### src/rtl/cam_dvp_capture_if.sv
// DVP capture bundle: camera byte bus in, expanded pixel stream and frame status out.
// The master side is the capture core that produces the pixel stream.
interface cam_dvp_capture_if #(
    parameter int unsigned ADDR_W = 20
);
    logic              i_vsync;
    logic              i_href;
    logic [7:0]        i_data;
    logic [7:0]        o_red;
    logic [7:0]        o_green;
    logic [7:0]        o_blue;
    logic [ADDR_W-1:0] o_address;
    logic              o_valid;
    logic              o_start_frame;
    logic              o_frame_done;
    logic              o_frame_err;

    modport master (
        input  i_vsync, i_href, i_data,
        output o_red, o_green, o_blue, o_address,
        output o_valid, o_start_frame, o_frame_done, o_frame_err
    );

    modport slave (
        output i_vsync, i_href, i_data,
        input  o_red, o_green, o_blue, o_address,
        input  o_valid, o_start_frame, o_frame_done, o_frame_err
    );
endinterface

### src/rtl/cam_dvp_capture.sv
// OV7670-style DVP capture: rebuilds RGB565 pixels from byte pairs, expands to RGB888,
// tracks a linear frame-buffer address and reports per-frame geometry errors.
module cam_dvp_capture #(
    parameter int unsigned HPIXELS = 640,
    parameter int unsigned VPIXELS = 480,
    parameter int unsigned ADDR_W  = 20
) (
    input  logic              i_clk,
    input  logic              i_rst,
    cam_dvp_capture_if.master bus
);
    localparam int unsigned COL_W = $clog2(HPIXELS + 2);
    localparam int unsigned ROW_W = $clog2(VPIXELS + 2);
    localparam logic [COL_W-1:0] COL_FULL = COL_W'(HPIXELS);
    localparam logic [COL_W-1:0] COL_SAT  = COL_W'(HPIXELS + 1);
    localparam logic [ROW_W-1:0] ROW_FULL = ROW_W'(VPIXELS);
    localparam logic [ROW_W-1:0] ROW_SAT  = ROW_W'(VPIXELS + 1);
    localparam logic [ROW_W-1:0] ROW_LAST = ROW_W'(VPIXELS - 1);

    typedef enum logic [1:0] {WAIT_VS, IDLE_LINE, BYTE_HI, BYTE_LO} state_t;

    state_t            r_state;
    state_t            w_state_next;

    logic              r_vs_d;
    logic [7:0]        r_hi;
    logic [COL_W-1:0]  r_col;
    logic [ROW_W-1:0]  r_row;
    logic [ADDR_W-1:0] r_addr;
    logic [ADDR_W-1:0] r_base;
    logic              r_err;
    logic              r_done_pend;

    logic [7:0]        r_red;
    logic [7:0]        r_green;
    logic [7:0]        r_blue;
    logic [ADDR_W-1:0] r_address;
    logic              r_valid;
    logic              r_sof;
    logic              r_frame_done;
    logic              r_frame_err;

    logic              w_vs_fall;
    logic              w_vs_rise;
    logic              w_sof;
    logic              w_latch_hi;
    logic              w_fire;
    logic              w_odd;
    logic              w_eol;
    logic              w_eof;
    logic              w_eof_pend;
    logic              w_pix_ok;
    logic [COL_W-1:0]  w_col_inc;
    logic [ROW_W-1:0]  w_row_inc;
    logic [COL_W-1:0]  w_col_after;
    logic [ROW_W-1:0]  w_row_after;
    logic              w_err_set;
    logic              w_err_next;
    logic [15:0]       w_pixel;
    logic [ADDR_W-1:0] w_base_next;

    assign w_vs_fall = r_vs_d & ~bus.i_vsync;
    assign w_vs_rise = ~r_vs_d & bus.i_vsync;

    always_ff @(posedge i_clk) begin
        if (i_rst) begin
            r_state <= WAIT_VS;
        end else begin
            r_state <= w_state_next;
        end
    end

    always_comb begin
        w_state_next = r_state;
        case (r_state)
            WAIT_VS: begin
                if (w_vs_fall && !r_done_pend) w_state_next = IDLE_LINE;
            end
            IDLE_LINE: begin
                if (w_vs_rise)        w_state_next = WAIT_VS;
                else if (bus.i_href)  w_state_next = BYTE_LO;
            end
            BYTE_HI: begin
                if (w_vs_rise)        w_state_next = WAIT_VS;
                else if (bus.i_href)  w_state_next = BYTE_LO;
                else                  w_state_next = IDLE_LINE;
            end
            BYTE_LO: begin
                if (w_vs_rise)        w_state_next = WAIT_VS;
                else if (bus.i_href)  w_state_next = BYTE_HI;
                else                  w_state_next = IDLE_LINE;
            end
            default: w_state_next = WAIT_VS;
        endcase
    end

    // A low byte arriving with the VSYNC rise still emits its pixel; frame_done is deferred one cycle.
    always_comb begin
        w_sof      = 1'b0;
        w_latch_hi = 1'b0;
        w_fire     = 1'b0;
        w_odd      = 1'b0;
        w_eol      = 1'b0;
        w_eof      = 1'b0;
        w_eof_pend = 1'b0;
        case (r_state)
            WAIT_VS: begin
                w_sof = w_vs_fall & ~r_done_pend;
            end
            IDLE_LINE: begin
                if (w_vs_rise)        w_eof = 1'b1;
                else if (bus.i_href)  w_latch_hi = 1'b1;
            end
            BYTE_HI: begin
                if (w_vs_rise) begin
                    w_eol = 1'b1;
                    w_eof = 1'b1;
                end else if (bus.i_href) begin
                    w_latch_hi = 1'b1;
                end else begin
                    w_eol = 1'b1;
                end
            end
            BYTE_LO: begin
                if (bus.i_href) begin
                    w_fire = 1'b1;
                    if (w_vs_rise) begin
                        w_eol      = 1'b1;
                        w_eof_pend = 1'b1;
                    end
                end else begin
                    w_odd = 1'b1;
                    w_eol = 1'b1;
                    w_eof = w_vs_rise;
                end
            end
            default: ;
        endcase
    end

    assign w_pixel     = {r_hi, bus.i_data};
    assign w_pix_ok    = (r_col < COL_FULL) && (r_row < ROW_FULL);
    assign w_col_inc   = (r_col == COL_SAT) ? r_col : r_col + 1'b1;
    assign w_row_inc   = (r_row == ROW_SAT) ? r_row : r_row + 1'b1;
    assign w_col_after = w_fire ? w_col_inc : r_col;
    assign w_row_after = w_eol ? w_row_inc : r_row;
    assign w_base_next = (r_row < ROW_LAST) ? r_base + ADDR_W'(HPIXELS) : r_base;

    // Column/row checks use the post-event counts so a closing pixel or line is included.
    assign w_err_set = (w_fire && !w_pix_ok) || w_odd
                     || (w_eol && (w_col_after != COL_FULL))
                     || ((w_eof || w_eof_pend) && (w_row_after != ROW_FULL));
    assign w_err_next = w_sof ? 1'b0 : (r_err | w_err_set);

    always_ff @(posedge i_clk) begin
        if (i_rst) begin
            r_vs_d       <= 1'b0;
            r_hi         <= '0;
            r_col        <= '0;
            r_row        <= '0;
            r_addr       <= '0;
            r_base       <= '0;
            r_err        <= 1'b0;
            r_done_pend  <= 1'b0;
            r_red        <= '0;
            r_green      <= '0;
            r_blue       <= '0;
            r_address    <= '0;
            r_valid      <= 1'b0;
            r_sof        <= 1'b0;
            r_frame_done <= 1'b0;
            r_frame_err  <= 1'b0;
        end else begin
            r_vs_d       <= bus.i_vsync;
            r_sof        <= w_sof;
            r_valid      <= w_fire & w_pix_ok;
            r_frame_done <= w_eof | r_done_pend;
            r_done_pend  <= w_eof_pend;
            r_err        <= w_err_next;

            if (w_eof) begin
                r_frame_err <= w_err_next;
            end else if (r_done_pend) begin
                r_frame_err <= r_err;
            end

            if (w_latch_hi) begin
                r_hi <= bus.i_data;
            end

            if (w_fire && w_pix_ok) begin
                r_red     <= {w_pixel[15:11], w_pixel[15:13]};
                r_green   <= {w_pixel[10:5], w_pixel[10:9]};
                r_blue    <= {w_pixel[4:0], w_pixel[4:2]};
                r_address <= r_addr;
            end

            if (w_sof) begin
                r_col  <= '0;
                r_row  <= '0;
                r_addr <= '0;
                r_base <= '0;
            end else if (w_eol) begin
                r_col  <= '0;
                r_row  <= w_row_inc;
                r_base <= w_base_next;
                r_addr <= w_base_next;
            end else if (w_fire) begin
                r_col <= w_col_inc;
                if (w_pix_ok) r_addr <= r_addr + 1'b1;
            end
        end
    end

    assign bus.o_red         = r_red;
    assign bus.o_green       = r_green;
    assign bus.o_blue        = r_blue;
    assign bus.o_address     = r_address;
    assign bus.o_valid       = r_valid;
    assign bus.o_start_frame = r_sof;
    assign bus.o_frame_done  = r_frame_done;
    assign bus.o_frame_err   = r_frame_err;
endmodule

### src/flat_wrapper.sv
// flat-port wrapper written by rule: the top's interface ports become plain ports
module cam_dvp_capture_flat 
#(
    parameter int unsigned HPIXELS = 640,
    parameter int unsigned VPIXELS = 480,
    parameter int unsigned ADDR_W  = 20
)
  (i_clk, i_rst, bus_i_vsync, bus_i_href, bus_i_data, bus_o_red, bus_o_green, bus_o_blue, bus_o_address, bus_o_valid, bus_o_start_frame, bus_o_frame_done, bus_o_frame_err);
  cam_dvp_capture_if #(.ADDR_W(ADDR_W)) bus_i ();
  input  logic i_clk;
  input  logic i_rst;
  input wire logic [$bits(bus_i.i_vsync)-1:0] bus_i_vsync;
  input wire logic [$bits(bus_i.i_href)-1:0] bus_i_href;
  input wire logic [$bits(bus_i.i_data)-1:0] bus_i_data;
  output wire logic [$bits(bus_i.o_red)-1:0] bus_o_red;
  output wire logic [$bits(bus_i.o_green)-1:0] bus_o_green;
  output wire logic [$bits(bus_i.o_blue)-1:0] bus_o_blue;
  output wire logic [$bits(bus_i.o_address)-1:0] bus_o_address;
  output wire logic [$bits(bus_i.o_valid)-1:0] bus_o_valid;
  output wire logic [$bits(bus_i.o_start_frame)-1:0] bus_o_start_frame;
  output wire logic [$bits(bus_i.o_frame_done)-1:0] bus_o_frame_done;
  output wire logic [$bits(bus_i.o_frame_err)-1:0] bus_o_frame_err;
  assign bus_i.i_vsync = bus_i_vsync;
  assign bus_i.i_href = bus_i_href;
  assign bus_i.i_data = bus_i_data;
  assign bus_o_red = bus_i.o_red;
  assign bus_o_green = bus_i.o_green;
  assign bus_o_blue = bus_i.o_blue;
  assign bus_o_address = bus_i.o_address;
  assign bus_o_valid = bus_i.o_valid;
  assign bus_o_start_frame = bus_i.o_start_frame;
  assign bus_o_frame_done = bus_i.o_frame_done;
  assign bus_o_frame_err = bus_i.o_frame_err;
  cam_dvp_capture #(.HPIXELS(HPIXELS), .VPIXELS(VPIXELS), .ADDR_W(ADDR_W)) u_core (.i_clk(i_clk), .i_rst(i_rst), .bus(bus_i));
endmodule
### config.mk
export PLATFORM = sky130hd
export DESIGN_NAME = cam_dvp_capture_flat
export DESIGN_NICKNAME = d
export VERILOG_FILES = /design/src/rtl/cam_dvp_capture_if.sv /design/src/rtl/cam_dvp_capture.sv /design/src/flat_wrapper.sv
export SDC_FILE = /design/constraint.sdc
export NUM_CORES = 1
export LEC_CHECK = 0
export CAP_MARGIN = 20
export CORE_MARGIN = 3
export CORE_UTILIZATION = 60
export CTS_CLUSTER_DIAMETER = 30
export CTS_CLUSTER_SIZE = 12
export DETAILED_ROUTE_END_ITERATION = 8
export HOLD_SLACK_MARGIN = 0.15
export PLACE_DENSITY = 0.91
export SLEW_MARGIN = 25
export SYNTH_ARGS = -nofsm -noshare
export SYNTH_HDL_FRONTEND = slang
export SYNTH_SLANG_ARGS = --single-unit
### constraint.sdc
create_clock -name i_clk -period 3.1 [get_ports i_clk]
set_input_delay 0.31 -clock i_clk [delete_from_list [all_inputs] [get_ports i_clk]]
set_output_delay 0.31 -clock i_clk [all_outputs]
set_load 0.02 [all_outputs]
-- Yosys cells after proc, flatten, opt, wreduce, memory -nomap -nowiden
Index checks and enable logic that the tools add are counted.
- flip-flop bits (word level): 120
- logic and storage cells: 97
- equality and inequality tests: 9
- bitwise gates (word level): 9
- magnitude comparators: 3
- reductions and logical operators: 21
- add/subtract/negate cells: 4
- mux-type cells: 34
- operators by type and width (kind ; number):
    20-bit two-way mux ; 4
    20-bit by 1-bit adder with 20-bit output, second input constant ; 1
    20-bit by 10-bit adder with 20-bit output, second input constant ; 1
    10-bit two-way mux ; 2
    9-bit less-than comparator, second input constant ; 2
    9-bit two-way mux ; 2
    1-bit two-way mux ; 16
    2-bit two-way mux ; 7
    10-bit by 1-bit adder with 10-bit output, second input constant ; 1
    10-bit == test, second input constant ; 1
    10-bit less-than comparator, second input constant ; 1
    10-bit != test, second input constant ; 1
    9-bit by 1-bit adder with 9-bit output, second input constant ; 1
    9-bit == test, second input constant ; 1
    9-bit != test, second input constant ; 1
    2-bit one-hot mux with 4 select lines ; 1
    1-bit logical AND ; 6
    2-bit nonzero test ; 3
    1-bit bitwise AND ; 4
    2-bit == test, second input constant ; 2
    1-bit logical OR ; 4
    1-bit one-hot mux with 2 select lines ; 2
    2-bit AND reduction ; 2
    2-bit OR reduction ; 2
    other kinds (8) ; 12

-- Longest topological paths before layout
Gate-level depths: netlist of the first run.
- word-level depth: 12
- mapped depth: 9

-- Worst setup path before layout of the first run
OpenSTA, ideal clock, no wires.
- path kind: reg2reg
- start: register u_core.r_state[0]
- end: register u_core.r_frame_err, in the netlist u_core.bus.o_frame_err
- path slack: 994 ps
- path buffers: 0
- arrival: 1992 ps
- period minus slack after synthesis: 2106 ps
- data required time: 2986 ps
- cell stages (with the launch flop): 10
- path through: dfxtp_1 -> inv_1 -> ha_1 -> or2_2 -> o21ai_1 -> o311a_1 -> a21oi_1 -> nor4_1 -> a211oi_1 -> a21o_1
- longest elaborated chain between the ends: 10
- elaborated cells on any way between the ends: 26
- classes of those cells: 5 x eq/ne; 10 x mux; 1 x bitwise; 10 x reduce/logical
- ends and longest elaborated chain (element ; RTL line ; text):
    start, declared ; cam_dvp_capture.sv:22 ; state_t r_state;
    start signal, assigned ; cam_dvp_capture.sv:69 ; r_state <= w_state_next;
    2-bit == test ; cam_dvp_capture.sv:106 ; case (r_state)
    1-bit two-way mux ; cam_dvp_capture.sv:106 ;
    10-bit two-way mux ; - ;
    10-bit != test ; cam_dvp_capture.sv:151 ; || (w_eol && (w_col_after != COL_FULL))
    1-bit logical AND ; cam_dvp_capture.sv:151 ;
    1-bit logical OR ; cam_dvp_capture.sv:151 ;
    1-bit logical OR ; cam_dvp_capture.sv:152 ; || ((w_eof || w_eof_pend) && (w_row_after != ROW_FULL));
    1-bit OR ; cam_dvp_capture.sv:153 ; assign w_err_next = w_sof ? 1'b0 : (r_err | w_err_set);
    1-bit two-way mux ; cam_dvp_capture.sv:153 ;
    1-bit two-way mux ; cam_dvp_capture.sv:181 ; if (w_eof) begin
    end signal, assigned ; cam_dvp_capture.sv:182 ; r_frame_err <= w_err_next;
    end signal, assigned ; cam_dvp_capture.sv:184 ; r_frame_err <= r_err;
    end, declared ; cam_dvp_capture.sv:41 ; logic r_frame_err;
Parallel ways exist; a longest one is shown, timed or not.
A chain may end at the register's enable or synchronous reset.

-- Worst setup path after layout of the first run
- start: register u_core.r_state[1]
- end: register u_core.r_frame_err, in the netlist u_core.bus.o_frame_err
Same word-level chain as after synthesis.

==> results.sh, run 1 <==
export IMPL_peakVddDrop_v=0.000268
export IMPL_io_buffers=59
export IMPL_slew_limit_headroom_pct=47.5
export IMPL_synth_seq_cells=105
export IMPL_drt_pass1_iter_count=5
export IMPL_final_nets=665
export IMPL_cp_end_kind="register"
export IMPL_setup_viol=0
export IMPL_fp_dieH_um=97.3
export IMPL_critPathKind="register to register"
export IMPL_fin_tns_setup_ps=0
export IMPL_initial_core_util_pct=63.4
export IMPL_cap_viol_max_count=0
export IMPL_drv_slew=0
export IMPL_synth_edf_count=0
export IMPL_tightest_slew_ps=787
export IMPL_fin_crit_sh_pct=84.8
export IMPL_ioPinCount=60
export IMPL_synth_top_area_share_pct=42.0
export IMPL_fp_dieW_um=97.3
export IMPL_drc=0
export IMPL_initialDrtViolationCount=316
export IMPL_synth_distinct_cells=56
export IMPL_rows=32
export IMPL_postCtsSetupBuffers=0
export IMPL_drive_above_1_share_pct=6.49
export IMPL_hold_buffers=0
export IMPL_syn_area_sq_um=5000
export IMPL_grt_pass1_wl_um=18600
export IMPL_coreArea_sq_um=7890
export IMPL_crit_required_ps=3370
export IMPL_dpl_hpwl_um=7720
export IMPL_yosys_top_cells_area="dfxtp_1, nand2_1, nor2_1, a21oi_1, xor2_1"
export IMPL_power_density_nw_per_um2=420
export IMPL_grt_overflow=0
export IMPL_syn_to_final_growth_pct=15.1
export IMPL_max_clock_freq_ghz=0.381
export IMPL_grt_pass1_vias=3960
export IMPL_finish_utilization_pct=73.0
export IMPL_clk_pin_slew_worst_paths_ps=100
export IMPL_ys_flop_type="dfxtp_1"
export IMPL_syn_nets=631
export IMPL_min_from="u_core.bus.o_address[6]"
export IMPL_hp_class="register to register"
export IMPL_totalWireLength_um=11000
export IMPL_yosysSeqAreaShare_pct=42.0
export IMPL_power_leakage_nw=1.98
export IMPL_yosys_warnings=0
export IMPL_clock_latency_ps=370
export IMPL_yosysTopAreaCell="dfxtp_1"
export IMPL_antenna_cells=0
export IMPL_ctsLongestPathBuffers=2
export IMPL_ys_async_sr_fraction_pct=0
export IMPL_antenna_found_initial=0
export IMPL_rsz0062_at_grt="false"
export IMPL_worstSetupStartpoint="u_core.r_state[1]"
export IMPL_synthCells=608
export IMPL_die_area_sq_um=9470
export IMPL_wl_per_cell_um=14.6
export IMPL_period_needed_ps=2630
export IMPL_gp_congestion=0.936
export IMPL_avgSynthCellArea_sq_um=8.23
export IMPL_vias=4324
export IMPL_cts_made_buffers=9
export IMPL_vias_per_cell=5.77
export IMPL_clock_root_buffer="clkbuf_8"
export IMPL_hold_viol=0
export IMPL_tritoncts="done"
export IMPL_cp_start_kind="register"
export IMPL_clock_skew_ps=12.0
export IMPL_grt_max_degree=53
export IMPL_reg2reg_from="u_core.r_state[1]"
export IMPL_antenna_left=0
export IMPL_status="complete, no violations"
export IMPL_cts_sinks=105
export IMPL_crit_path_max_fanout=11
export IMPL_grt_usage_pct=23.4
export IMPL_cp_data_arrival_time_ps=2900
export IMPL_cts_resized_gates=0
export IMPL_htree_levels=3
==> cells by family (layout without fill, tap and decap cells) <==
family	count (synthesis)	after routing	share of synthesized area, %
simple gates	274	274	25.6
flops	105	105	42.0
buf+inv	52	91	4.80
mux	15	15	3.05
xor+xnor	56	56	9.81
fa+ha+maj	11	11	2.75
compound gates	95	95	11.9
==> synthesized netlist by cell type (3+ instances only) <==
cell,n
dfxtp_1,105
nand2_1,100
nor2_1,79
a21oi_1,53
xor2_1,29
xnor2_1,27
nand3_1,25
clkbuf_1,22
nand4_1,16
mux2i_1,13
a211oi_1,12
nor3_1,12
ha_1,11
and3_1,9
buf_2,9
inv_1,9
nand2b_1,9
buf_4,8
o21ai_0,6
o22ai_1,4
and4_1,3
buf_1,3
nor2b_1,3
==> sequential cells by signal, summed over array words and instances (netlist names), 2 cells and up <==
register,count
u_core.r_col,10
u_core.bus.o_red,5
u_core.r_state,2
u_core.bus.o_address,20
u_core.r_row,9
u_core.r_addr,20
u_core.bus.o_green,6
u_core.bus.o_blue,5
u_core.r_base,13
u_core.r_hi,8
==> final timing paths <==
path / endpoint / slack (ps) / depth (start not counted)
hold / removal: u_core.bus.o_address[6] / 460 / 2
setup reg to reg: u_core.bus.o_frame_err / 470 / 8
setup / recovery: u_core.bus.o_frame_err / 470 / 8
hold reg to reg: u_core.bus.o_address[6] / 460 / 2
==> power by group <==
part / leakage (nW) / total [mW] / switching (mW) / internal (mW)
Combinational: 1.03 / 0.205 / 0.128 / 0.0772
Clock: 0.0966 / 0.820 / 0.505 / 0.316
Sequential: 0.846 / 1.39 / 0.0199 / 1.37
==> critical path, cell delays in order (launching register included) <==
cell	delay, ps
dfxtp_1	400
ha_1	390
or2_2	220
o21ai_1	170
nor3_1	470
mux2i_1	140
nor4_1	410
a211oi_1	150
a21o_1	180
==> through the flow <==
step	std cells	hold slack (ps)	cell area, sq um	power [mW]	worst slack, ps
finish	749	459	5760	2.42	472
CTS	749	462	5760	2.43	585
detailed placement	733	447	5560	1.62	363
global placement	733	434	5560	1.61	464
global route	749	484	5760	2.51	230
floorplan	608	432	5000	1.56	994
==> layer usage <==
layer / track usage, % / share of wire, % / routed length [um]
met5: 0 / 0 / 0
met3: 3.80 / 6.1 / 668
met2: 38.0 / 48 / 5270
met4: 7.67 / 1.9 / 212
met1: 31.8 / 44 / 4800
==> layout make-up <==
type	count	area, sq um
multi-input cells	451	2660
fillers	551	2130
clock inverters	7	72.6
flip-flops and latches	105	2100
well taps	102	128
repair buffers	66	638
inverters	9	33.8
clock buffers	9	124
==> layout by cell type (no fill, tap or decap), types with 3 or more instances in the layout <==
master,count
dfxtp_1,105
nand2_1,100
nor2_1,79
clkdlybuf4s50_1,58
a21oi_1,53
xor2_1,29
xnor2_1,27
nand3_1,25
nand4_1,16
mux2i_1,13
a211oi_1,12
nor3_1,12
ha_1,11
inv_1,9
and3_1,9
nand2b_1,9
clkbuf_8,9
buf_4,7
o21ai_0,6
o22ai_1,4
and4_1,3
nor2b_1,3
Note: power is estimated with default switching activity, not from simulation.
==> run 2: changes to the inputs <==
--- a/config.mk
+++ b/config.mk
@@ -7,12 +7,12 @@
 export LEC_CHECK = 0
 export CAP_MARGIN = 20
 export CORE_MARGIN = 3
-export CORE_UTILIZATION = 60
+export CORE_UTILIZATION = 56
 export CTS_CLUSTER_DIAMETER = 30
 export CTS_CLUSTER_SIZE = 12
 export DETAILED_ROUTE_END_ITERATION = 8
 export HOLD_SLACK_MARGIN = 0.15
-export PLACE_DENSITY = 0.91
+export PLACE_DENSITY = 0.86
 export SLEW_MARGIN = 25
 export SYNTH_ARGS = -nofsm -noshare
 export SYNTH_HDL_FRONTEND = slang
==> constraint.sdc (replaced) <==
create_clock -name i_clk -period 2.74 [get_ports i_clk]
set_input_delay 0.274 -clock i_clk [delete_from_list [all_inputs] [get_ports i_clk]]
set_output_delay 0.274 -clock i_clk [all_outputs]
set_load 0.02 [all_outputs]
==> run 2 against run 1 <==
Die area increased by 6.7%. Largest cell class unchanged. Worst hold slack worse by 1.8 ps. Clock skew up 3.6 ps. Flip-flop and latch count is the same. Register-to-register slack worse by 260 ps. Non-clock buffer count up 3. Wire length is 3.6% lower. Largest power group unchanged.
==> results.sh, run 2 (synthesis gave the netlist of run 1 again) <==
export IMPL_status="complete, no violations"
export IMPL_htree_levels=3
export IMPL_layout_common_cells="dfxtp_1, nand2_1, nor2_1"
export IMPL_fin_ws_ps=210
export IMPL_rsz0062_at_grt="false"
export IMPL_clk_pin_slew_worst_paths_ps=110
export IMPL_period_needed_ps=2530
export IMPL_cts_sinks=105
export IMPL_wl_per_cell_um=14.0
export IMPL_io_buffers=59
export IMPL_tightest_slew_ps=602
export IMPL_finish_utilization_pct=68.6
export IMPL_cp_end_kind="register"
export IMPL_drt_pass1_iter_count=5
export IMPL_peakVddDrop_v=0.000195
export IMPL_pre_cts_slack_ps=171
export IMPL_critPathKind="register to register"
export IMPL_min_from="u_core.bus.o_address[4]"
export IMPL_clock_latency_ps=380
export IMPL_hold_viol=0
export IMPL_wl_met1_um=4940
export IMPL_vias_per_cell=5.52
export IMPL_antenna_left=0
export IMPL_drc=0
export IMPL_grt_pass1_vias=3929
export IMPL_cp_data_arrival_time_ps=2820
export IMPL_grt_pass1_wl_um=18100
export IMPL_top_layer_used="met4"
export IMPL_hp_class="register to register"
export IMPL_wl_met2_um=4810
export IMPL_crit_required_ps=3030
export IMPL_cap_viol_max_count=0
export IMPL_worstSetupStartpoint="u_core.r_state[1]"
export IMPL_die_area_sq_um=10100
export IMPL_initialDrtViolationCount=275
export IMPL_syn_to_final_growth_pct=15.6
export IMPL_tritoncts="done"
export IMPL_gp_congestion=0.944
export IMPL_final_nets=668
export IMPL_postCtsSetupBuffers=0
export IMPL_drive_above_1_share_pct=6.92
export IMPL_crit_path_max_fanout=11
export IMPL_power_leakage_nw=1.99
export IMPL_finalPower_mw=2.72
export IMPL_clock_skew_ps=15.6
export IMPL_max_clock_freq_ghz=0.395
export IMPL_setup_viol=0
export IMPL_ioPinCount=60
export IMPL_ctsLongestPathBuffers=2
export IMPL_rows=33
export IMPL_drv_slew=0
export IMPL_dpl_hpwl_um=7580
export IMPL_reg2reg_from="u_core.r_state[1]"
export IMPL_grt_max_degree=53
export IMPL_antenna_cells=0
export IMPL_fin_crit_sh_pct=92.3
export IMPL_antenna_found_initial=0
export IMPL_cts_resized_gates=0
export IMPL_fin_tns_setup_ps=0
export IMPL_totalWireLength_um=10600
export IMPL_grt_usage_pct=21.9
export IMPL_wl_met3_um=599
export IMPL_clock_root_buffer="clkbuf_8"
export IMPL_vias=4169
export IMPL_coreArea_sq_um=8420
export IMPL_fp_dieW_um=101
export IMPL_final_common_cell="dfxtp_1"
export IMPL_grt_overflow=0
export IMPL_cts_made_buffers=9
export IMPL_initial_core_util_pct=59.4
export IMPL_slew_limit_headroom_pct=59.8
export IMPL_cp_start_kind="register"
export IMPL_hold_buffers=0
export IMPL_power_density_nw_per_um2=470
export IMPL_fp_dieH_um=101
## run 2: cell types whose count changed in the layout (fill, tap and decap cells not counted), sizes merged
cell / previous run / this run
clkinv: 3 / 1
buf: 8 / 11
inv: 12 / 14
## run 2: final timing paths
path	depth (start not counted)	slack [ps]	to
max reg2reg	8	210	u_core.bus.o_frame_err
min	2	460	u_core.bus.o_address[4]
min reg2reg	2	460	u_core.bus.o_address[4]
max	8	210	u_core.bus.o_frame_err
## run 2: where the power goes
| part | switching, mW | internal, mW | total, mW | leakage (nW) |
|---|---|---|---|---|
| Combinational | 0.137 | 0.0911 | 0.228 | 1.05 |
| Sequential | 0.0230 | 1.55 | 1.58 | 0.846 |
| Clock | 0.567 | 0.348 | 0.916 | 0.0929 |
## run 2: final cells by class
class                      instances  area (sq um)
timing repair buffer              69           673
multi-input combinational        451          2660
tap                              105           131
sequential                       105          2100
clock inverter                     7          58.8
fill                             641          2640
clock buffer                       9           124
inverter                           9          33.8
## run 2: stage by stage
step / hold WS [ps] / std cells / cell area, sq um
after global placement: 439 / 739 / 5600
after detailed placement: 445 / 739 / 5600
after CTS: 449 / 755 / 5780
final: 458 / 755 / 5780
after global routing: 465 / 755 / 5780
after floorplan: 402 / 608 / 5000
## run 2: metal layers
layer | vias up | global-route usage (%)
met3 | 18 | 4.43
li1 | 2116 | -
met5 | - | 0
met1 | 1917 | 29.7
met2 | 118 | 34.4
met4 | 0 | 8.60
## run 2: worst max-delay path: stages (launching register included)
cell      delay, ps
dfxtp_1         390
ha_1            390
or2_2           220
o211ai_2        200
nor4_1          400
o221ai_1        170
nor4_1          360
a211oi_1        150
a21o_1          180
==> run 3: changes to the inputs <==
--- a/config.mk
+++ b/config.mk
@@ -13,6 +13,8 @@
 export DETAILED_ROUTE_END_ITERATION = 8
 export HOLD_SLACK_MARGIN = 0.15
 export PLACE_DENSITY = 0.86
+export SETUP_SLACK_MARGIN = 0.15
+export SKIP_LAST_GASP = 1
 export SLEW_MARGIN = 25
 export SYNTH_ARGS = -nofsm -noshare
 export SYNTH_HDL_FRONTEND = slang
==> run 3 against run 2 <==
Setup slack improved by 97 ps. Wire length increased by 0.42%. Flip-flop and latch count did not move. Clock power about the same. Clock skew decreased by 1.1 ps. Global-route usage unchanged. Sequential share of layout area barely moved. Clock-buffer cell count stayed put. Fmax is 4.0% higher. Sequential power about the same. Worst hold slack about the same. Core utilization rose by 0.074 points. Critical path type unchanged. Largest power group unchanged. Highest routed layer unchanged.
==> results.sh, run 3 (synthesis gave the netlist of run 1 again) <==
export IMPL_cap_viol_max_count=0
export IMPL_crit_required_ps=3030
export IMPL_setup_viol=0
export IMPL_ctsLongestPathBuffers=2
export IMPL_drive_above_1_share_pct=7.23
export IMPL_place_area_sq_um=5600
export IMPL_hp_class="register to register"
export IMPL_grt_usage_pct=21.9
export IMPL_status="complete, no violations"
export IMPL_totalWireLength_um=10600
export IMPL_drv_slew=0
export IMPL_path_buf_inv=0
export IMPL_clock_latency_ps=380
export IMPL_dpl_hpwl_um=7580
export IMPL_combPwrFrac_pct=8.4
export IMPL_antenna_cells=0
export IMPL_power_switching_mw=0.728
export IMPL_cp_start_kind="register"
export IMPL_vias_per_cell=5.55
export IMPL_gp_congestion=0.944
export IMPL_final_nets=668
export IMPL_worst_path_largest_cell_delay_ps=390
export IMPL_drt_pass1_iter_count=5
export IMPL_fin_crit_sh_pct=88.8
export IMPL_clock_skew_ps=14.5
export IMPL_peakVddDrop_v=0.000195
export IMPL_cts_sinks=105
export IMPL_wl_per_cell_um=14.0
export IMPL_hold_viol=0
export IMPL_critPathSlowestCell="dfxtp_1"
export IMPL_max_clock_freq_ghz=0.411
export IMPL_internal_power_mw=1.99
export IMPL_crit_path_max_fanout=11
export IMPL_layout_common_cells="dfxtp_1, nand2_1, nor2_1"
export IMPL_cp_data_arrival_time_ps=2720
export IMPL_io_buffers=59
export IMPL_cp_end_kind="register"
export IMPL_critPathTopFamily="simple AND/OR/NAND/NOR gates"
export IMPL_cts_resized_gates=0
export IMPL_syn_to_final_growth_pct=15.7
export IMPL_postCtsSetupBuffers=0
export IMPL_rows=33
export IMPL_rsz0062_at_grt="false"
export IMPL_critPathKind="register to register"
export IMPL_power_leakage_nw=1.99
export IMPL_period_needed_ps=2430
export IMPL_fin_area_sq_um=5790
export IMPL_cts_made_buffers=9
export IMPL_grt_pass1_wl_um=18100
export IMPL_fp_dieW_um=101
export IMPL_clk_pin_slew_worst_paths_ps=110
export IMPL_initialDrtViolationCount=282
export IMPL_tightest_slew_ps=609
export IMPL_switching_share_pct=26.8
export IMPL_cpMostUsedCell="nor4_1"
export IMPL_initial_core_util_pct=59.4
export IMPL_vias=4193
export IMPL_whs_ps=458
export IMPL_antenna_found_initial=0
export IMPL_final_cells=755
export IMPL_crit_chain="ha_2 > or2_2 > o211ai_2 > nor4_1 > o221ai_1 > nor4_1 > a211oi_1 > a21o_1"
export IMPL_hold_buffers=0
export IMPL_slew_limit_headroom_pct=59.3
export IMPL_htree_levels=3
export IMPL_ioPinCount=60
export IMPL_die_area_sq_um=10100
export IMPL_dp_cells=739
export IMPL_fp_dieH_um=101
export IMPL_p_clk_share_pct=33.7
export IMPL_grt_pass1_vias=3929
export IMPL_fin_tns_setup_ps=0
export IMPL_tritoncts="done"
export IMPL_p_seq_share_pct=57.9
export IMPL_antenna_left=0
export IMPL_power_density_nw_per_um2=470
export IMPL_final_common_cell="dfxtp_1"
export IMPL_grt_max_degree=53
export IMPL_drc=0
export IMPL_coreArea_sq_um=8420
export IMPL_clock_root_buffer="clkbuf_8"
export IMPL_grt_overflow=0
==> run 3: cell counts in the layout (fill, tap and decap cells not counted) <==
Identical to the previous run, type by type.
==> run 3: per-layer routing <==
layer,global-route usage [%],vias up,share of wire [%]
met5,0,-,0
met4,8.60,0,2.1
met2,34.4,143,46
li1,-,2116,-
met3,4.43,21,6.4
met1,29.7,1913,46
==> run 3: cell type report <==
| class | count | area [sq um] |
|---|---|---|
| well taps | 105 | 131 |
| inverters | 9 | 33.8 |
| clock buffers | 9 | 124 |
| fillers | 641 | 2640 |
| multi-input cells | 451 | 2670 |
| clock inverters | 7 | 58.8 |
| repair buffers | 69 | 673 |
| flip-flops and latches | 105 | 2100 |
==> run 3: per-stage QoR <==
| step | power [mW] | worst slack (ps) | utilization, % |
|---|---|---|---|
| floorplan | 1.76 | 634 | - |
| global placement | 1.83 | 295 | 66.5 |
| detailed placement | 1.83 | 171 | 66.5 |
| CTS | 2.74 | 314 | 68.6 |
| global route | 2.83 | 151 | 68.7 |
| finish | 2.72 | 307 | 68.7 |
==> run 3: power by group through the flow <==
stage	clock network (mW)	registers (mW)	logic, mW
2_1_floorplan	0	1.61	0.156
6_report	0.916	1.58	0.228
5_1_grt	0.996	1.58	0.254
4_1_cts	0.937	1.58	0.226
3_3_place_gp	0	1.61	0.219
3_5_place_dp	0	1.61	0.224
==> run 3: final timing paths <==
| kind | startpoint | end | slack, ps | cells past startpoint |
|---|---|---|---|---|
| max | u_core.r_state[0] | u_core.bus.o_frame_err | 310 | 8 |
| min | u_core.bus.o_address[4] | u_core.bus.o_address[4] | 460 | 2 |
| max reg2reg | u_core.r_state[0] | u_core.bus.o_frame_err | 310 | 8 |
| min reg2reg | u_core.bus.o_address[4] | u_core.bus.o_address[4] | 460 | 2 |
==> run 3: tightest hold or removal path, stage by stage, from the launching register on <==
cell,delay (ps)
dfxtp_1,320
nand2_1,50
a21oi_1,50
